$ cat src/rtl/mult_pkg.sv
// Shared types for the shift-and-add multiplier.
// FSM encoding and default product width.
package mult_pkg;

  typedef enum logic [1:0] {
    IDLE = 2'b00,
    CALC = 2'b01,
    DONE = 2'b10
  } state_t;

  localparam int WIDTH_DEF = 4;
  localparam int PW        = 2 * WIDTH_DEF;

endpackage

$ cat src/rtl/seq_mult_4bit_add.sv
// One shift-and-add step: WIDTH-bit ripple add with carry out.
// Reused by every iteration of the multiplier.
module mult_add_step #(
  parameter int WIDTH = 4
) (
  input  logic [WIDTH-1:0] acc_hi,
  input  logic [WIDTH-1:0] addend,
  input  logic             cin,
  output logic [WIDTH-1:0] sum,
  output logic             cout
);

  assign {cout, sum} = {1'b0, acc_hi}
                     + {1'b0, addend}
                     + {{WIDTH{1'b0}}, cin};

endmodule

$ cat src/rtl/seq_mult_4bit.sv
// Sequential unsigned shift-and-add multiplier.
// One adder reused for WIDTH steps; valid/ready on both sides.
module seq_mult_4bit
  import mult_pkg::*;
#(
  parameter int WIDTH = WIDTH_DEF
) (
  input  logic               clk,
  input  logic               rst,
  input  logic               in_valid,
  output logic               in_ready,
  input  logic [WIDTH-1:0]   a,
  input  logic [WIDTH-1:0]   b,
  output logic               out_valid,
  input  logic               out_ready,
  output logic [2*WIDTH-1:0] product
);

  localparam int CW = $clog2(WIDTH) + 1;

  state_t state, state_n;

  logic [WIDTH-1:0] acc_hi;
  logic [WIDTH-1:0] mq;
  logic [WIDTH-1:0] mcand;
  logic [WIDTH-1:0] addend;
  logic [WIDTH-1:0] sum;
  logic             carry;
  logic [CW-1:0]    count;
  logic             last;

  assign addend    = mq[0] ? mcand : '0;
  assign last      = (count == CW'(WIDTH - 1));
  assign in_ready  = (state == IDLE);
  assign out_valid = (state == DONE);

  mult_add_step #(
    .WIDTH (WIDTH)
  ) u_add (
    .acc_hi (acc_hi),
    .addend (addend),
    .cin    (1'b0),
    .sum    (sum),
    .cout   (carry)
  );

  always_ff @(posedge clk) begin
    if (rst) state <= IDLE;
    else     state <= state_n;
  end

  always_comb begin
    state_n = state;
    unique case (1'b1)
      (state == IDLE): if (in_valid)  state_n = CALC;
      (state == CALC): if (last)      state_n = DONE;
      (state == DONE): if (out_ready) state_n = IDLE;
      default:                        state_n = IDLE;
    endcase
  end

  // {carry, sum, mq} shifted right by one; old mq[0] falls off
  always_ff @(posedge clk) begin
    if (rst) begin
      acc_hi  <= '0;
      mq      <= '0;
      mcand   <= '0;
      count   <= '0;
      product <= '0;
    end else if (in_valid && in_ready) begin
      mcand  <= a;
      mq     <= b;
      acc_hi <= '0;
      count  <= '0;
    end else if (state == CALC) begin
      acc_hi <= {carry, sum[WIDTH-1:1]};
      mq     <= {sum[0], mq[WIDTH-1:1]};
      count  <= count + CW'(1);
      if (last) product <= {carry, sum, mq[WIDTH-1:1]};
    end
  end

endmodule
$ cat config.mk
export PLATFORM = sky130hd
export DESIGN_NAME = seq_mult_4bit
export DESIGN_NICKNAME = d
export VERILOG_FILES = /design/src/rtl/mult_pkg.sv /design/src/rtl/seq_mult_4bit_add.sv /design/src/rtl/seq_mult_4bit.sv
export SDC_FILE = /design/constraint.sdc
export NUM_CORES = 1
export LEC_CHECK = 0
export BUFFER_PORTS_ARGS = -buffer_cell sky130_fd_sc_hd__buf_4
export CORE_UTILIZATION = 53
export DETAILED_ROUTE_END_ITERATION = 6
export GPL_ROUTABILITY_DRIVEN = 0
export HOLD_SLACK_MARGIN = 0.08
export PLACE_DENSITY_LB_ADDON = 0.3
export SYNTH_ARGS = -nofsm -noshare
export SYNTH_HDL_FRONTEND = slang
export SYNTH_SLANG_ARGS = --single-unit
$ cat constraint.sdc
create_clock -name clk -period 2.3 [get_ports clk]
set_clock_uncertainty 0.05 [all_clocks]
set_input_delay 0.115 -clock clk [delete_from_list [all_inputs] [get_ports clk]]
set_output_delay 0.115 -clock clk [all_outputs]
set_load 0.005 [all_outputs]
==> results of run 1 <==
[area by class of cell]
class	instances	area share [%]
Clock buffer	3	1.488
Clock inverter	1	0.4959
Inverter	2	0.4959
Multi-Input combinational cell	89	38.26
Sequential cell	25	33.06
Tap cell	27	2.231
Timing Repair Buffer	42	23.97
[how the worst max path moves through the flow]
stage | slack (ns) | from | cells past startpoint | to
final | 0.22 | state[0]$_SDFFE_PP0P_ | 5 | mcand[2]$_SDFFE_PP0P_
after global routing | 0.06 | state[0]$_SDFFE_PP0P_ | 5 | mcand[2]$_SDFFE_PP0P_
after CTS | 0.29 | state[0]$_SDFFE_PP0P_ | 5 | mcand[1]$_SDFFE_PP0P_
after detailed placement | 0.56 | mq[0]$_SDFFE_PP0P_ | 6 | product[7]$_SDFFE_PP0P_
after global placement | 0.60 | mq[0]$_SDFFE_PP0P_ | 6 | product[7]$_SDFFE_PP0P_
after floorplan | 0.66 | mq[0]$_SDFFE_PP0P_ | 6 | product[7]$_SDFFE_PP0P_
[where the power goes]
| part | internal [uW] | switching (uW) | total, uW |
|---|---|---|---|
| clock | 66.7 | 140 | 207 |
| combinational | 64.4 | 51.8 | 116 |
| sequential | 449 | 12.3 | 461 |
[layout by cell type (no fill, tap or decap), types with 2 or more instances in the layout]
cell and instances:
dfxtp_1 25, buf_4 23, dlygate4sd3_1 19, nor2_1 14
nand2_1 14, a21oi_1 13, mux2i_1 6, ha_1 6
a211oi_1 5, and2_1 4, a22oi_1 4, nor2b_1 3
nand3_1 3, clkbuf_4 3, inv_1 2, nand3b_1 2
a21o_1 2, xnor2_1 2, nand4_1 2, or4b_1 2
[routing by layer]
layer,share of wire [%],routed length (microns),vias up
met5,0,0,-
met4,2.3,61,0
met3,4.7,122,7
met2,51,1341,29
met1,42,1085,474
li1,-,-,510
[state kept, by name, summed over array words and instances, names as in the netlist]
name     count
state        2
acc_hi       4
count        3
mq           4
product      8
mcand        4
[worst min-delay path: stages]
cell and delay (ns):
buf_4 0.11, nor3b_1 0.16, a21oi_1 0.13, nor2_1 0.04
[logic make-up after synthesis]
kind of cell | after synthesis | share of synthesized area, %
adders and majority gates | 7 | 8.370
AOI/OAI and AO/OA | 26 | 14.65
buffers and inverters | 10 | 4.956
xor gates and xnor gates | 2 | 1.542
DFF | 25 | 44.05
and+or+nand+nor | 48 | 21.15
muxes | 6 | 5.287
[metrics by stage]
| stage | utilization [%] | worst slack (ns) | instance area, sq um |
|---|---|---|---|
| floorplan | - | 0.6561 | 1136 |
| global placement | 65.28 | 0.5974 | 1294 |
| detailed placement | 65.28 | 0.5607 | 1294 |
| CTS | 76.39 | 0.2871 | 1514 |
| global route | 76.39 | 0.05659 | 1514 |
| finish | 76.39 | 0.2155 | 1514 |
==> flow_metrics.py, run 1 <==
metrics = {
    "synth": {
        "syn_inst": 124,
        "yosys_register_bits": 25,
        "synth_top_area_share_pct": 44.05,
        "syn_area_sq_um": 1136,
        "yosysWarnings": 0,
        "synth_edf_count": 0,
        "yosysMostFrequentCell": "dfxtp_1",
        "synthTopCellsByArea": "dfxtp_1 (44%), ha_1 (6.6%), a21oi_1 (5.7%)",
        "yosysSeqAreaShare_pct": 44.05,
        "ys.flop_type": "dfxtp_1",
        "ys_types": 28,
        "synth_nets": 143,
        "yosysTopAreaCell": "dfxtp_1",
        "syn-mean-instance-area_sq_um": 9.162,
        "synthTopCellsByCount": "dfxtp_1 (25), nand2_1 (14), nor2_1 (14)",
        "async_flop_share_pct": 0,
    },
    "placed_design": {
        "port_buffers": 21,
        "dp_hpwl_microns": 1574,
        "place_inst": 166,
    },
    "critical_path": {
        "cp.required_ns": 2.50,
        "ff2ff_setup_slack_ns": 0.22,
        "worstReg2RegEnd": "mcand[2]$_SDFFE_PP0P_",
        "start_kind": "register",
        "r2r_cells": 5,
        "max_stage_delay_ns": 0.55,
        "crit_family": "buffers and inverters",
        "end_kind": "register",
        "crit_buf_inv": 2,
        "crit_chain": "nor3b_1 > buf_4 > mux2i_1 > nor2_1 > dlygate4sd3_1",
        "crit_fanout": 8,
        "reg2reg_from": "state[0]$_SDFFE_PP0P_",
        "crit_type": "reg2reg",
        "slowest_stage": "dlygate4sd3_1",
        "worstPathArrival_ns": 2.28,
    },
    "cts": {
        "root_buffer": "clkbuf_4",
        "clockBufferDepth": 2,
        "clock_sink_count": 25,
        "cts.repair.resized": 0,
        "hold_buffers": 19,
        "post_cts_buffers": 0,
        "htree_levels": 1,
        "clock_latency_ns": 0.34,
        "numCtsBuffers": 3,
        "clk_pin_slew_worst_paths_ns": 0.15,
        "cts_tree": "yes",
    },
    "global_route": {
        "grt.met2_usage_pct": 44.60,
        "antenna_found_initial": 0,
        "grtUsageMet3_pct": 2.830,
        "grt_pass1_vias": 976,
        "grt_use_met1_pct": 29.48,
        "grt_first_pass_wirelength_microns": 4367,
        "grt_max_degree": 24,
        "track_usage_pct": 24.73,
        "top_usage_layer": "met2",
        "grt_overflow": 0,
    },
    "drt": {
        "routedWlPerCell_microns": 13.81,
        "first_pass_iters": 4,
        "drtIter0Drc": 16,
        "vias": 1020,
        "detail-route-antenna-nets": 0,
        "drc": 0,
        "vias_per_cell": 5.397,
        "routed_wirelength_microns": 2611,
    },
    "sta": {
        "finalSetupViolations": 0,
        "slew_headroom_pct": 73.01,
        "drv_slew": 0,
        "tightest_slew_ns": 0.4039,
        "fin_crit_sh_pct": 90.63,
        "fmax_mhz": 479.7,
        "fin_hold_ws_ns": 0.1951,
        "final_hold_viol_count": 0,
        "fin_tns_setup_ns": 0,
        "period_minus_slack_ns": 2.085,
        "rsz0062_at_grt": "no",
    },
    "power_and_ir_drop": {
        "totalPowerFinal_uw": 784.4,
        "power_density_nw_per_um2": 518.1,
        "p_leak_uw": 0.0006526,
        "peakVddDrop_mv": 0.3894,
    },
    "floorplan": {
        "coreArea_sq_um": 1982,
        "start_util_pct": 57.32,
        "die_w_microns": 48.30,
        "ios": 22,
        "die_y_microns": 48.30,
        "dieArea_sq_um": 2333,
        "std_cell_rows": 16,
    },
    "cells_and_area": {
        "multi_input_area_sq_um": 579.3,
        "antenna_cells": 0,
        "final_nets": 182,
        "final_cells": 189,
        "drive_gt1_share_pct": 17.28,
        "syn_to_final_growth_pct": 33.26,
        "seq_area_sq_um": 500.5,
        "final.fill_count": 132,
    },
    "min_path": {
        "hp-start": "in_valid",
        "min_path_cells": 4,
        "hp-class": "in2reg",
        "whs_endpoint": "state[0]$_SDFFE_PP0P_",
    },
    "run_status": {
        "status": "finished, final reports clean",
    },
    "flow_run": {
        "cap_violations": 0,
    },
}
Note: power is estimated with default switching activity, not from simulation.
==> run 2: changes to the inputs <==
- CELL_PAD_IN_SITES_DETAIL_PLACEMENT: not set -> 1
- CELL_PAD_IN_SITES_GLOBAL_PLACEMENT: not set -> 2
- CORE_UTILIZATION: 53 -> 32
==> run 2 against run 1 <==
Compared with the run above:
- combinational power about the same
- setup slack improved by 0.050 ns
- sequential cell count unchanged
- wire length increased by 9.4%
- final cell count increased by 9.5%
- register-to-register slack improved by 0.05 ns
- non-clock buffer count decreased by 1
==> flow_metrics.py, run 2 (synthesized netlist as in run 1, its figures left out) <==
metrics = {
    "power_and_ir_drop": {
        "pwr-share-clk_pct": 26.0,
        "p_sw_uw": 200.1,
        "p_seq_share_pct": 59.4,
        "p_leak_uw": 0.0006469,
        "power_density_nw_per_um2": 509.1,
        "p_comb_share_pct": 14.6,
        "internal-power_uw": 578.9,
        "peakVddDrop_mv": 0.2374,
        "p_sw_share_pct": 25.69,
    },
    "cells_and_area": {
        "final_cell_mix": "dfxtp_1 (25), buf_4 (23), dlygate4sd3_1 (18)",
        "final_nets": 181,
        "drive_gt1_share_pct": 18.01,
        "antenna_cells": 0,
        "design_area_sq_um": 1530,
        "largest_reg_flops": 8,
        "syn_to_final_growth_pct": 34.69,
        "final_common_cell": "dfxtp_1",
        "regMostFlops": "product",
    },
    "global_route": {
        "grt_max_degree": 24,
        "grt_overflow": 0,
        "grt_first_pass_wirelength_microns": 4671,
        "grt_pass1_vias": 1073,
        "track_usage_pct": 16.87,
        "antenna_found_initial": 0,
    },
    "cts": {
        "htree_levels": 1,
        "post_cts_buffers": 0,
        "clock_latency_ns": 0.32,
        "clock_sink_count": 25,
        "clockBufferDepth": 2,
        "cts_tree": "yes",
        "numCtsBuffers": 3,
        "clk_pin_slew_worst_paths_ns": 0.14,
        "root_buffer": "clkbuf_4",
    },
    "min_path": {
        "whs_endpoint": "state[0]$_SDFFE_PP0P_",
        "hp-class": "in2reg",
        "hp-start": "in_valid",
        "min_path_cells": 5,
    },
    "sta": {
        "final_hold_viol_count": 0,
        "drv_slew": 0,
        "fmax_mhz": 491.6,
        "slew_headroom_pct": 71.82,
        "fin_tns_setup_ns": 0,
        "fin_crit_sh_pct": 88.45,
        "tightest_slew_ns": 0.4214,
        "period_minus_slack_ns": 2.034,
        "finalSetupViolations": 0,
        "rsz0062_at_grt": "no",
    },
    "placed_design": {
        "port_buffers": 21,
        "placed_area_sq_um": 1318,
        "dp_hpwl_microns": 1956,
    },
    "floorplan": {
        "start_util_pct": 33.78,
        "die_y_microns": 61.59,
        "dieArea_sq_um": 3793,
        "coreArea_sq_um": 3363,
        "std_cell_rows": 21,
        "die_w_microns": 61.59,
        "ios": 22,
    },
    "drt": {
        "vias": 998,
        "first_pass_iters": 3,
        "drtIter0Drc": 29,
        "routedWlPerCell_microns": 13.80,
        "vias_per_cell": 4.821,
        "drc": 0,
        "routed_wirelength_microns": 2857,
        "detail-route-antenna-nets": 0,
    },
    "run_status": {
        "status": "finished, final reports clean",
    },
    "critical_path": {
        "crit_chain": "nor2b_2 > buf_4 > a22oi_1 > a21oi_1 > dlygate4sd3_1",
        "crit_family": "buffers and inverters",
        "max_stage_delay_ns": 0.56,
        "r2r_cells": 5,
        "worstPathArrival_ns": 2.26,
        "slowest_stage": "dlygate4sd3_1",
        "crit_fanout": 9,
        "ff2ff_setup_slack_ns": 0.27,
        "start_kind": "register",
        "reg2reg_from": "state[0]$_SDFFE_PP0P_",
        "worstReg2RegEnd": "mq[0]$_SDFFE_PP0P_",
        "cp.required_ns": 2.52,
        "end_kind": "register",
        "crit_type": "reg2reg",
        "crit_buf_inv": 2,
    },
    "flow_run": {
        "cap_violations": 0,
    },
}
## run 2: worst max path at each step
stage | startpoint | to | slack, ns | depth (start not counted)
after CTS | state[0]$_SDFFE_PP0P_ | mq[2]$_SDFFE_PP0P_ | 0.14 | 5
after global placement | mq[0]$_SDFFE_PP0P_ | acc_hi[3]$_SDFFE_PP0P_ | 0.57 | 6
after floorplan | mq[0]$_SDFFE_PP0P_ | product[7]$_SDFFE_PP0P_ | 0.66 | 6
after detailed placement | mq[0]$_SDFFE_PP0P_ | acc_hi[3]$_SDFFE_PP0P_ | 0.54 | 6
after global routing | state[0]$_SDFFE_PP0P_ | mq[0]$_SDFFE_PP0P_ | 0.14 | 5
final | state[0]$_SDFFE_PP0P_ | mq[0]$_SDFFE_PP0P_ | 0.27 | 5
## run 2: worst reg2reg max path, stage by stage (launching register included)
cell and delay (ns):
dfxtp_1 0.50, nor2b_2 0.39, buf_4 0.26, a22oi_1 0.11, a21oi_1 0.13, dlygate4sd3_1 0.56
## run 2: through the flow
step | setup WS, ns | hold slack [ns] | power [uW] | utilization [%] | std cells
after floorplan | 0.6561 | 0.2118 | 529.7 | - | 124
after global placement | 0.5710 | 0.2985 | 556.9 | 39.17 | 185
after detailed placement | 0.5358 | 0.3115 | 560.1 | 39.17 | 185
after CTS | 0.1378 | 0.3440 | 791.4 | 45.42 | 207
after global routing | 0.1417 | 0.4184 | 826.2 | 45.50 | 207
final | 0.2658 | 0.3601 | 779.0 | 45.50 | 207
## run 2: per-layer routing
layer / GRT usage, % / routed length (microns) / vias to the layer above
met2: 29.49 / 1422 / 18
met4: 3.810 / 16 / 0
met1: 21.45 / 1324 / 475
li1: - / - / 503
met5: 0 / 0 / -
met3: 3.151 / 94 / 2
## run 2: power groups by stage
stage                     registers, uW  logic [uW]  clock network, uW
after floorplan                     466        64.0                  0
after global placement              470        86.4                  0
after detailed placement            472        88.3                  0
after CTS                           462         112                217
after global routing                465         127                234
final                               463         113                203
## run 2: final cells by class
| cell class | instances | area (sq um) |
|---|---|---|
| tap | 46 | 57.56 |
| fill | 400 | 1833 |
| clock inverter | 1 | 7.507 |
| sequential | 25 | 500.5 |
| timing repair buffer | 41 | 352.8 |
| inverter | 2 | 7.507 |
| clock buffer | 3 | 22.52 |
| multi-input combinational | 89 | 581.8 |
## run 2: repair_timing
action	4_1_cts	5_1_grt
setup endpoints to repair	0	2
hold buffers	18	0
gates resized for setup	0	1
endpoints found under the hold margin	16	0
==> run 3: changes to the inputs <==
- PLACE_DENSITY: not set -> 0.86
- PLACE_DENSITY_LB_ADDON: 0.3 -> not set
==> run 3 against run 2 <==
Compared with the run above:
- final area shrank 0.16%
- critical path depth is the same
- via count is the same
- global-route usage grew 0.081 points
- largest power group unchanged
==> flow_metrics.py, run 3 (synthesized netlist as in run 1, its figures left out) <==
metrics = {
    "floorplan": {
        "ios": 22,
        "start_util_pct": 33.78,
        "dieArea_sq_um": 3793,
        "coreArea_sq_um": 3363,
        "die_y_microns": 61.59,
        "std_cell_rows": 21,
        "die_w_microns": 61.59,
    },
    "critical_path": {
        "end_kind": "register",
        "max_stage_delay_ns": 0.56,
        "slowest_stage": "dlygate4sd3_1",
        "ff2ff_setup_slack_ns": 0.38,
        "crit_top_cell": "ha_1",
        "reg2reg_from": "count[0]$_SDFFE_PP0P_",
        "crit_fanout": 8,
        "crit_family": "buffers and inverters",
        "crit_path_start": "count[0]$_SDFFE_PP0P_",
        "worstPathArrival_ns": 2.15,
        "worstReg2RegEnd": "state[1]$_SDFFE_PP0P_",
        "r2r_cells": 5,
        "crit_chain": "ha_1 > ha_1 > nand3b_1 > a21oi_1 > dlygate4sd3_1",
        "crit_buf_inv": 1,
        "cp.required_ns": 2.53,
        "start_kind": "register",
        "crit_type": "reg2reg",
    },
    "power_and_ir_drop": {
        "power_density_nw_per_um2": 513.9,
        "peakVddDrop_mv": 0.3584,
        "p_leak_uw": 0.0006464,
    },
    "cts": {
        "numCtsBuffers": 3,
        "htree_levels": 1,
        "cts.repair.resized": 0,
        "clk_pin_slew_worst_paths_ns": 0.14,
        "root_buffer": "clkbuf_4",
        "post_cts_buffers": 0,
        "cts_tree": "yes",
        "clock_sink_count": 25,
        "clockBufferDepth": 2,
        "clock_latency_ns": 0.33,
    },
    "min_path": {
        "whs_endpoint": "state[0]$_SDFFE_PP0P_",
        "hp-class": "in2reg",
        "hp-start": "in_valid",
        "min_path_cells": 5,
    },
    "drt": {
        "drc": 0,
        "vias": 998,
        "detail-route-antenna-nets": 0,
        "first_pass_iters": 2,
        "routed_wirelength_microns": 2678,
        "drtIter0Drc": 10,
        "routedWlPerCell_microns": 12.94,
        "vias_per_cell": 4.821,
    },
    "run_status": {
        "status": "finished, final reports clean",
    },
    "sta": {
        "rsz0062_at_grt": "no",
        "final_hold_viol_count": 0,
        "slew_headroom_pct": 73.66,
        "drv_slew": 0,
        "finalSetupViolations": 0,
        "period_minus_slack_ns": 1.919,
        "fin_tns_setup_ns": 0,
        "fin_crit_sh_pct": 83.42,
        "tightest_slew_ns": 0.3950,
        "fmax_mhz": 521.2,
        "fin_hold_ws_ns": 0.3580,
    },
    "global_route": {
        "grtUsageMet3_pct": 2.521,
        "track_usage_pct": 16.95,
        "grt_use_met1_pct": 20.85,
        "top_usage_layer": "met2",
        "grt_max_degree": 24,
        "grt_first_pass_wirelength_microns": 4567,
        "grt.met2_usage_pct": 30.11,
        "antenna_found_initial": 0,
        "grt_pass1_vias": 987,
        "grt_overflow": 0,
    },
    "flow_run": {
        "cap_violations": 0,
    },
    "placed_design": {
        "place_inst": 185,
        "port_buffers": 21,
        "placed_area_sq_um": 1318,
        "dp_hpwl_microns": 1900,
    },
    "cells_and_area": {
        "largest_reg_flops": 8,
        "final.fill_count": 418,
        "seq_area_sq_um": 500.5,
        "drive_gt1_share_pct": 17.39,
        "regMostFlops": "product",
        "final_nets": 181,
        "final_common_cell": "dfxtp_1",
        "final_cell_mix": "dfxtp_1 (25), buf_4 (23), dlygate4sd3_1 (18)",
        "multi_input_area_sq_um": 579.3,
        "design_area_sq_um": 1528,
        "final_cells": 207,
        "antenna_cells": 0,
        "syn_to_final_growth_pct": 34.47,
    },
}
## run 3: metal layers
metal	part of all wire (%)	wire length, microns
met3	2.3	61
met4	1.5	39
met1	45	1204
met2	51	1373
met5	0	0
## run 3: final cells by class
type                       count  area share [%]
tap                           46           3.767
clock inverter                 1          0.4914
timing repair buffer          41           23.10
inverter                       2          0.4914
sequential                    25           32.76
multi-input combinational     89           37.92
clock buffer                   3           1.474
## run 3: worst max path at each step
stage,endpoint,slack [ns],cells after the start
after floorplan,product[7]$_SDFFE_PP0P_,0.66,6
after global placement,product[7]$_SDFFE_PP0P_,0.58,6
after detailed placement,product[7]$_SDFFE_PP0P_,0.55,6
after CTS,state[1]$_SDFFE_PP0P_,0.38,5
after global routing,state[1]$_SDFFE_PP0P_,0.24,5
final,state[1]$_SDFFE_PP0P_,0.38,5
## run 3: metrics by stage
stage | util (%) | total power, uW | setup WS, ns
after detailed placement | 39.17 | 559.7 | 0.5489
after global routing | 45.42 | 826.5 | 0.2430
final | 45.42 | 785.1 | 0.3814
after global placement | 39.17 | 554.6 | 0.5795
after CTS | 45.42 | 796.9 | 0.3827
after floorplan | - | 529.7 | 0.6561
## run 3: repair_timing
item,4_1_cts,5_1_grt
endpoints found under the hold margin,17,0
hold buffers,18,0
setup endpoints to repair,0,0
## run 3: worst min-delay path: stages
cell and delay, ns:
buf_4 0.11, nor3b_1 0.13, buf_4 0.18, a21oi_1 0.12, nor2_1 0.04
## run 3: report_power, final
group	switching [uW]	internal, uW
combinational	49.8	63.1
sequential	12.1	449
clock	144	66.6
